[config.mk]
export PLATFORM = sky130hd
export DESIGN_NAME = item_mem_ctrl
export DESIGN_NICKNAME = d
export VERILOG_FILES = /design/src/rtl/vend_pkg.sv /design/src/rtl/item_req_latch.sv /design/src/rtl/item_mem_ctrl.sv
export SDC_FILE = /design/constraint.sdc
export NUM_CORES = 1
export LEC_CHECK = 0
export ABC_CLOCK_PERIOD_IN_PS = 2840
export CORE_AREA = 10 10 119 121
export DETAILED_ROUTE_END_ITERATION = 16
export DIE_AREA = 0 0 129 131
export GPL_TIMING_DRIVEN = 0
export PLACE_DENSITY = 0.81
export SLEW_MARGIN = 20
export SYNTH_ARGS = -nofsm -noshare
export SYNTH_HDL_FRONTEND = slang
export SYNTH_SLANG_ARGS = --single-unit
[constraint.sdc]
create_clock -name clk -period 2.84 [get_ports clk]
set_clock_uncertainty 0.05 [all_clocks]
set_input_delay 0.568 -clock clk [delete_from_list [all_inputs] [get_ports clk]]
set_output_delay 0.568 -clock clk [all_outputs]
set_load 0.05 [all_outputs]
[src/rtl/vend_pkg.sv]
// Shared types and default widths for the vending item memory path.
package vend_pkg;

  localparam int ADDR_W_DEF  = 10;
  localparam int COST_W_DEF  = 16;
  localparam int AVAIL_W_DEF = 8;

  // One SRAM word: stock count in the upper bits, cost in the lower bits.
  typedef struct packed {
    logic [AVAIL_W_DEF-1:0] avail;
    logic [COST_W_DEF-1:0]  cost;
  } item_word_t;

  // Arbiter / sequencer states.
  typedef enum logic [2:0] {
    IDLE   = 3'd0,
    RD     = 3'd1,
    UPD_RD = 3'd2,
    UPD_WR = 3'd3,
    CFG_RD = 3'd4,
    CFG_WR = 3'd5
  } arb_state_e;

endpackage

[src/rtl/item_req_latch.sv]
// One-entry pending request holder (flag + address) with sticky overrun.
// A request arriving while an older one is still waiting replaces it and
// raises the overrun flag; a request arriving in the grant cycle is simply
// a fresh entry.
module item_req_latch #(
  parameter int ADDR_W = 10
) (
  input  logic              clk,
  input  logic              rstn,
  input  logic              i_req,
  input  logic [ADDR_W-1:0] i_addr,
  input  logic              i_grant,
  output logic              o_pend,
  output logic [ADDR_W-1:0] o_addr,
  output logic              o_overrun
);

  logic              r_pend;
  logic [ADDR_W-1:0] r_addr;
  logic              r_overrun;

  // Capture new requests, clear on grant, flag overwrites of waiting entries.
  always_ff @(posedge clk or negedge rstn) begin
    if (!rstn) begin
      r_pend    <= 1'b0;
      r_addr    <= '0;
      r_overrun <= 1'b0;
    end else if (i_req) begin
      r_pend <= 1'b1;
      r_addr <= i_addr;
      if (r_pend && !i_grant) r_overrun <= 1'b1;
    end else if (i_grant) begin
      r_pend <= 1'b0;
    end
  end

  assign o_pend    = r_pend;
  assign o_addr    = r_addr;
  assign o_overrun = r_overrun;

endmodule

[src/rtl/item_mem_ctrl.sv]
// Item SRAM owner: arbitrates FSM lookups, FSM stock decrements (RMW) and
// host config accesses onto a single-port SRAM.
// Optional build macro: ITEM_SALES_CNT_EN enables the 32-bit sales counter;
// without it sales_count is tied to zero.
//
// Host handshake: a cfg request transfers on a rising edge where both
// cfg_valid and cfg_ready are high; cfg_valid with cfg_ready low is held by
// the host, and cfg_ready never depends combinationally on cfg_valid.
module item_mem_ctrl
  import vend_pkg::*;
#(
  parameter int ADDR_W  = ADDR_W_DEF,
  parameter int COST_W  = COST_W_DEF,
  parameter int AVAIL_W = AVAIL_W_DEF,
  parameter int DATA_W  = COST_W + AVAIL_W
) (
  input  logic               clk,
  input  logic               rstn,
  input  logic               fsm_rd_en,
  input  logic [ADDR_W-1:0]  fsm_rd_addr,
  output logic [COST_W-1:0]  fsm_item_cost,
  output logic [AVAIL_W-1:0] fsm_item_available,
  output logic               fsm_data_valid,
  input  logic               fsm_upd_en,
  input  logic [ADDR_W-1:0]  fsm_upd_addr,
  input  logic               cfg_valid,
  output logic               cfg_ready,
  input  logic               cfg_we,
  input  logic [ADDR_W-1:0]  cfg_addr,
  input  logic [DATA_W-1:0]  cfg_wdata,
  output logic [DATA_W-1:0]  cfg_rdata,
  output logic               cfg_rvalid,
  output logic               sram_ce,
  output logic               sram_we,
  output logic [ADDR_W-1:0]  sram_addr,
  output logic [DATA_W-1:0]  sram_wdata,
  input  logic [DATA_W-1:0]  sram_rdata,
  output logic               err_overrun,
  output logic [31:0]        sales_count,
  output logic [2:0]         dbg_state
);

  arb_state_e        r_state;
  logic              r_active;
  logic [ADDR_W-1:0] r_addr;
  logic [DATA_W-1:0] r_word;

  logic              w_rd_pend, w_upd_pend, w_rd_ovr, w_upd_ovr;
  logic [ADDR_W-1:0] w_rd_addr, w_upd_addr;
  logic              w_idle, w_grant_upd, w_grant_rd, w_cfg_fire;
  logic [AVAIL_W-1:0] w_rd_avail, w_dec_avail;
  logic [COST_W-1:0]  w_rd_cost;

  item_req_latch #(.ADDR_W(ADDR_W)) u_rd_latch (
    .clk(clk), .rstn(rstn), .i_req(fsm_rd_en), .i_addr(fsm_rd_addr),
    .i_grant(w_grant_rd), .o_pend(w_rd_pend), .o_addr(w_rd_addr),
    .o_overrun(w_rd_ovr)
  );

  item_req_latch #(.ADDR_W(ADDR_W)) u_upd_latch (
    .clk(clk), .rstn(rstn), .i_req(fsm_upd_en), .i_addr(fsm_upd_addr),
    .i_grant(w_grant_upd), .o_pend(w_upd_pend), .o_addr(w_upd_addr),
    .o_overrun(w_upd_ovr)
  );

  // r_active keeps every grant (and cfg_ready) off until the first edge
  // after reset release, so nothing reaches the SRAM while rstn is low.
  assign w_idle      = r_active && (r_state == IDLE);
  assign w_grant_upd = w_idle && w_upd_pend;
  assign w_grant_rd  = w_idle && !w_upd_pend && w_rd_pend;
  assign cfg_ready   = w_idle && !w_upd_pend && !w_rd_pend;
  assign w_cfg_fire  = cfg_ready && cfg_valid;
  assign err_overrun = w_rd_ovr | w_upd_ovr;
  assign dbg_state   = r_state;

  assign w_rd_avail  = sram_rdata[DATA_W-1:COST_W];
  assign w_rd_cost   = sram_rdata[COST_W-1:0];
  assign w_dec_avail = w_rd_avail - {{(AVAIL_W-1){1'b0}}, 1'b1};

  // Arm the arbiter one edge after reset release.
  always_ff @(posedge clk or negedge rstn) begin
    if (!rstn) r_active <= 1'b0;
    else       r_active <= 1'b1;
  end

  // Sequencer: grant in IDLE, collect read data, build the decrement word.
  always_ff @(posedge clk or negedge rstn) begin
    if (!rstn) begin
      r_state            <= IDLE;
      r_addr             <= '0;
      r_word             <= '0;
      fsm_item_cost      <= '0;
      fsm_item_available <= '0;
      fsm_data_valid     <= 1'b0;
      cfg_rdata          <= '0;
      cfg_rvalid         <= 1'b0;
    end else begin
      fsm_data_valid <= 1'b0;
      cfg_rvalid     <= 1'b0;
      case (r_state)
        IDLE: begin
          if (w_grant_upd) begin
            r_addr  <= w_upd_addr;
            r_state <= UPD_RD;
          end else if (w_grant_rd) begin
            r_state <= RD;
          end else if (w_cfg_fire) begin
            r_state <= cfg_we ? CFG_WR : CFG_RD;
          end
        end
        RD: begin
          fsm_item_cost      <= w_rd_cost;
          fsm_item_available <= w_rd_avail;
          fsm_data_valid     <= 1'b1;
          r_state            <= IDLE;
        end
        UPD_RD: begin
          // Empty stock saturates: no write-back at all.
          if (w_rd_avail != '0) begin
            r_word  <= {w_dec_avail, w_rd_cost};
            r_state <= UPD_WR;
          end else begin
            r_state <= IDLE;
          end
        end
        UPD_WR:  r_state <= IDLE;
        CFG_RD: begin
          cfg_rdata  <= sram_rdata;
          cfg_rvalid <= 1'b1;
          r_state    <= IDLE;
        end
        CFG_WR:  r_state <= IDLE;
        default: r_state <= IDLE;
      endcase
    end
  end

  // SRAM command: issued in the grant cycle, or the RMW write-back cycle.
  always_comb begin
    sram_ce    = 1'b0;
    sram_we    = 1'b0;
    sram_addr  = '0;
    sram_wdata = '0;
    case (r_state)
      IDLE: begin
        if (w_grant_upd) begin
          sram_ce   = 1'b1;
          sram_addr = w_upd_addr;
        end else if (w_grant_rd) begin
          sram_ce   = 1'b1;
          sram_addr = w_rd_addr;
        end else if (w_cfg_fire) begin
          sram_ce    = 1'b1;
          sram_we    = cfg_we;
          sram_addr  = cfg_addr;
          sram_wdata = cfg_we ? cfg_wdata : '0;
        end
      end
      UPD_WR: begin
        sram_ce    = 1'b1;
        sram_we    = 1'b1;
        sram_addr  = r_addr;
        sram_wdata = r_word;
      end
      default: ;
    endcase
  end

`ifdef ITEM_SALES_CNT_EN
  logic [31:0] r_sales;

  // Count every completed decrement write-back; wraps naturally.
  always_ff @(posedge clk or negedge rstn) begin
    if (!rstn)                 r_sales <= '0;
    else if (r_state == UPD_WR) r_sales <= r_sales + 32'd1;
  end

  assign sales_count = r_sales;
`else
  assign sales_count = '0;
`endif

endmodule
==> results by group <==
STA
  – Final worst setup slack: -0.09238 ns
  – RSZ-0062 raised after global routing: yes
  – Hold Fails Final Rpt: 0
  – Hold WS: roughly 0.14 ns
  – Final setup vio count: 25
  – Fin crit share: 103.3%
  – Slew @ Worst Pin: between 0.6 and 0.7 ns
  – FMAX: around 0.34 GHz
  – Rel. slew slack: around 54%
  – Minimum clock period: around 2.9 ns
  – Final slew viol count: 0

Finish
  – Nets: between 700 and 800
  – Area growth, synth to finish: 54.52%
  – Fin cells: a little under 800
  – Fillcell total: roughly 880
  – Multi-input gate area: between 2000 and 2500 um2
  – Layout cells sized above 1: 37.92%
  – Sequential cell area: ~2800 um2
  – Diode count: 0

Synthesis
  – Post-synth EDFFs: 0
  – Post-synth cell types: 45
  – Synth cell count leaders: dfrtp_1, mux2_2, buf_4
  – Asr flop ratio synth: 100.0%
  – Top_reg_cell synth: dfrtp_1
  – Top cell type's share of synthesized area: 54.74%
  – Syn avg cell area: 13.06 um2
  – Post-synth top area cell: dfrtp_1
  – Netlist Area Pre-Place: around 5100 um2
  – Ys Warns: 0
  – Cells after Synth: 392
  – Largest cells by area after synthesis: dfrtp_1, mux2_2, buf_4, a22o_1, mux2_1
  – Sequential fraction of the synthesis area: 54.74%
  – Synthesized flop and latch total: roughly 110
  – Count leader, synth: dfrtp_1

Power and ir drop
  – Sw frac: between 40% and 50%
  – Net switching power: slightly above 3 mW
  – Comb pwr share: between 50% and 60%
  – Overall Power: approximately 7.3 mW
  – Leakage: 3.587 nW
  – Max IR drop VDD: between 0.5 and 0.6 mV
  – Sequential share of power: roughly a third
  – Clock power share: about 16%
  – PD cells: around 920 nW/um2
  – Internal power: 4.163 mW

Critical path
  – CP Class: flip-flop to primary output
  – CP Data Arrival Time: roughly 2.3 ns
  – Slowest cell on crit path: or4b_4
  – Crit path cell chain: or4b_4 -> nor3_4 -> and3_4 -> buf_12 -> clkbuf_16 -> a22o_4 -> buf_12
  – Crit. End Element: primary output
  – Required @ worst endpoint: 2.22 ns
  – Crit-path max FO: 7
  – Startpoint Class: flip-flop
  – Cell mode on critical path: buf_12
  – Critical Path Max Stage Delay: ~0.57 ns

Status
  – Status: finished, violations left
  – Violated checks: negative setup slack

Routing
  – Routed WL: between 15000 and 20000 um
  – Drt first pass iters: 4
  – Final ANT Viol Nets: 0
  – Via count: between 3000 and 4000
  – Avg Vias per Cell: between 5 and 6
  – Post-route DRC: 0
  – DR iter-0 viols: 246
  – WL/cell: about 20 um

Global route
  – GRT Residual Overflow: 0
  – Vias in the first global route: about 4300
  – First-pass GRT wire length: roughly 23000 um
  – Initial antenna violation count: 0
  – Total GRT Usage: approximately 18%
  – Largest net degree at the start of global routing: 58

Placement
  – PortBufs: approximately 170
  – Placer Congestion: approximately 0.84
  – HPWL Detailed: 11540 um
  – Dpl cells: 745

Clocking
  – Clk sink count: ~110
  – Clk slew on worst S/H paths: 0.08 ns
  – CTS Buf Count: 9
  – CTS tree: built
  – Root buf cell: clkbuf_16
  – Clk buf depth: 2
  – H-tree Lvls: 3
  – Worst-Skew Late Latency: 0.35 ns

Job
  – Max-Cap Viols: 0

Floorplanning
  – Row count: 40
  – Die X: between 100 and 150 um
  – Core area: roughly 12000 um2
  – Num ports: roughly 210
  – Initial Util: a little over two fifths
  – Chip Height: 131 um
  – Die area: approximately 17000 um2

Hold path
  – HP Class: input port to async pin
==> kinds of logic (layout without fill, tap and decap cells) <==
kind of cell | Yosys count | count (layout) | share of synthesized area [%]
adders and majority gates | 1 | 1 | 0.2443
and+or+nand+nor | 44 | 44 | 5.206
AOI/OAI and AO/OA | 73 | 73 | 10.17
DFF | 112 | 112 | 54.74
buffers and inverters | 62 | 264 | 8.138
muxes | 94 | 94 | 20.67
xor gates and xnor gates | 4 | 4 | 0.6842
other | 2 | 33 | 0.1467
==> cell type report <==
class,count,share of cell area [%]
repair buffers,191,25.53
clock inverters,4,0.3796
clock buffers,12,3.116
multi-input cells,249,28.33
inverters,5,0.2372
flip-flops and latches,112,35.47
well taps,147,2.325
plain buffers,52,4.618
==> per-layer routing <==
metal | GRT usage (%) | part of all wire, %
met1 | 19.91 | 39
met2 | 30.64 | 50
met3 | 6.245 | 9.1
met4 | 5.151 | 1.3
met5 | 0 | 0
==> repair_timing <==
action / in CTS / in global routing
hold buffers: 0 / 0
endpoints found under the setup margin: 37 / 36
resized for setup: 236 / 37
pin swaps: 4 / 4
gates cloned: 1 / 1
setup buffers: 12 / 2
==> through the flow <==
stage | setup TNS, ns | instance area (um2) | worst slack [ns] | util (%)
final | -1.625 | 7911 | -0.09238 | 66.98
after detailed placement | -22.37 | 7377 | -0.6390 | 62.46
after global routing | -3.852 | 7911 | -0.1753 | 66.98
after global placement | -355.41 | 7348 | -3.390 | 62.21
after floorplan | -7.177 | 5423 | -0.2993 | -
after CTS | -1.536 | 7889 | -0.1170 | 66.79
==> worst max-delay path, delay by kind of cell, from the launching register on <==
kind            cells  cell delay, ns
buf+inv             3            0.43
compound gates      1            0.14
flops               1            0.43
simple gates        3            0.96
==> power groups by stage <==
stage               combinational [mW]  clock, mW  sequential (mW)
floorplan                         1.70          0             3.08
finish                            3.68       1.19             2.40
CTS                               3.71       1.22             2.39
global route                      3.87       1.28             2.46
detailed placement                3.58          0             2.42
global placement                  3.52          0             2.39
==> flip-flops by register name, summed over array words and instances, names as in the netlist, 3 cells and up <==
name / flops
u_upd_latch.o_addr: 10
r_word: 24
r_addr: 10
dbg_state: 3
fsm_item_available: 8
cfg_rdata: 24
fsm_item_cost: 16
u_rd_latch.o_addr: 10
==> final timing paths <==
path,endpoint,from,depth (start not counted),slack (ns)
hold / removal,fsm_item_available[4],rstn,1,0.14
max in group asynchronous,dbg_state[2],rstn,2,1.94
setup / recovery,sram_wdata[22],dbg_state[1],7,-0.09
hold reg to reg,u_rd_latch.o_overrun,u_rd_latch.o_overrun,1,0.43
setup reg to reg,r_word[3],dbg_state[2],5,0.60
min in group clk,u_rd_latch.o_overrun,u_rd_latch.o_overrun,1,0.43
==> placed cells by master, fill, tap and decap left out, drive strengths merged, types with 2 or more instances in the layout <==
master	count
a22o	24
clkbuf	24
nor3b	3
o21ai	22
nand2	15
nor4	3
a221oi	10
clkinv	3
inv	5
nor3	2
buf	94
nor2	7
a31oi	2
xnor2	4
a21oi	9
mux2	94
a21o	2
or2	4
conb	33
clkdlybuf4s50	136
dfrtp	112
Power figures use the tool's default switching activity.
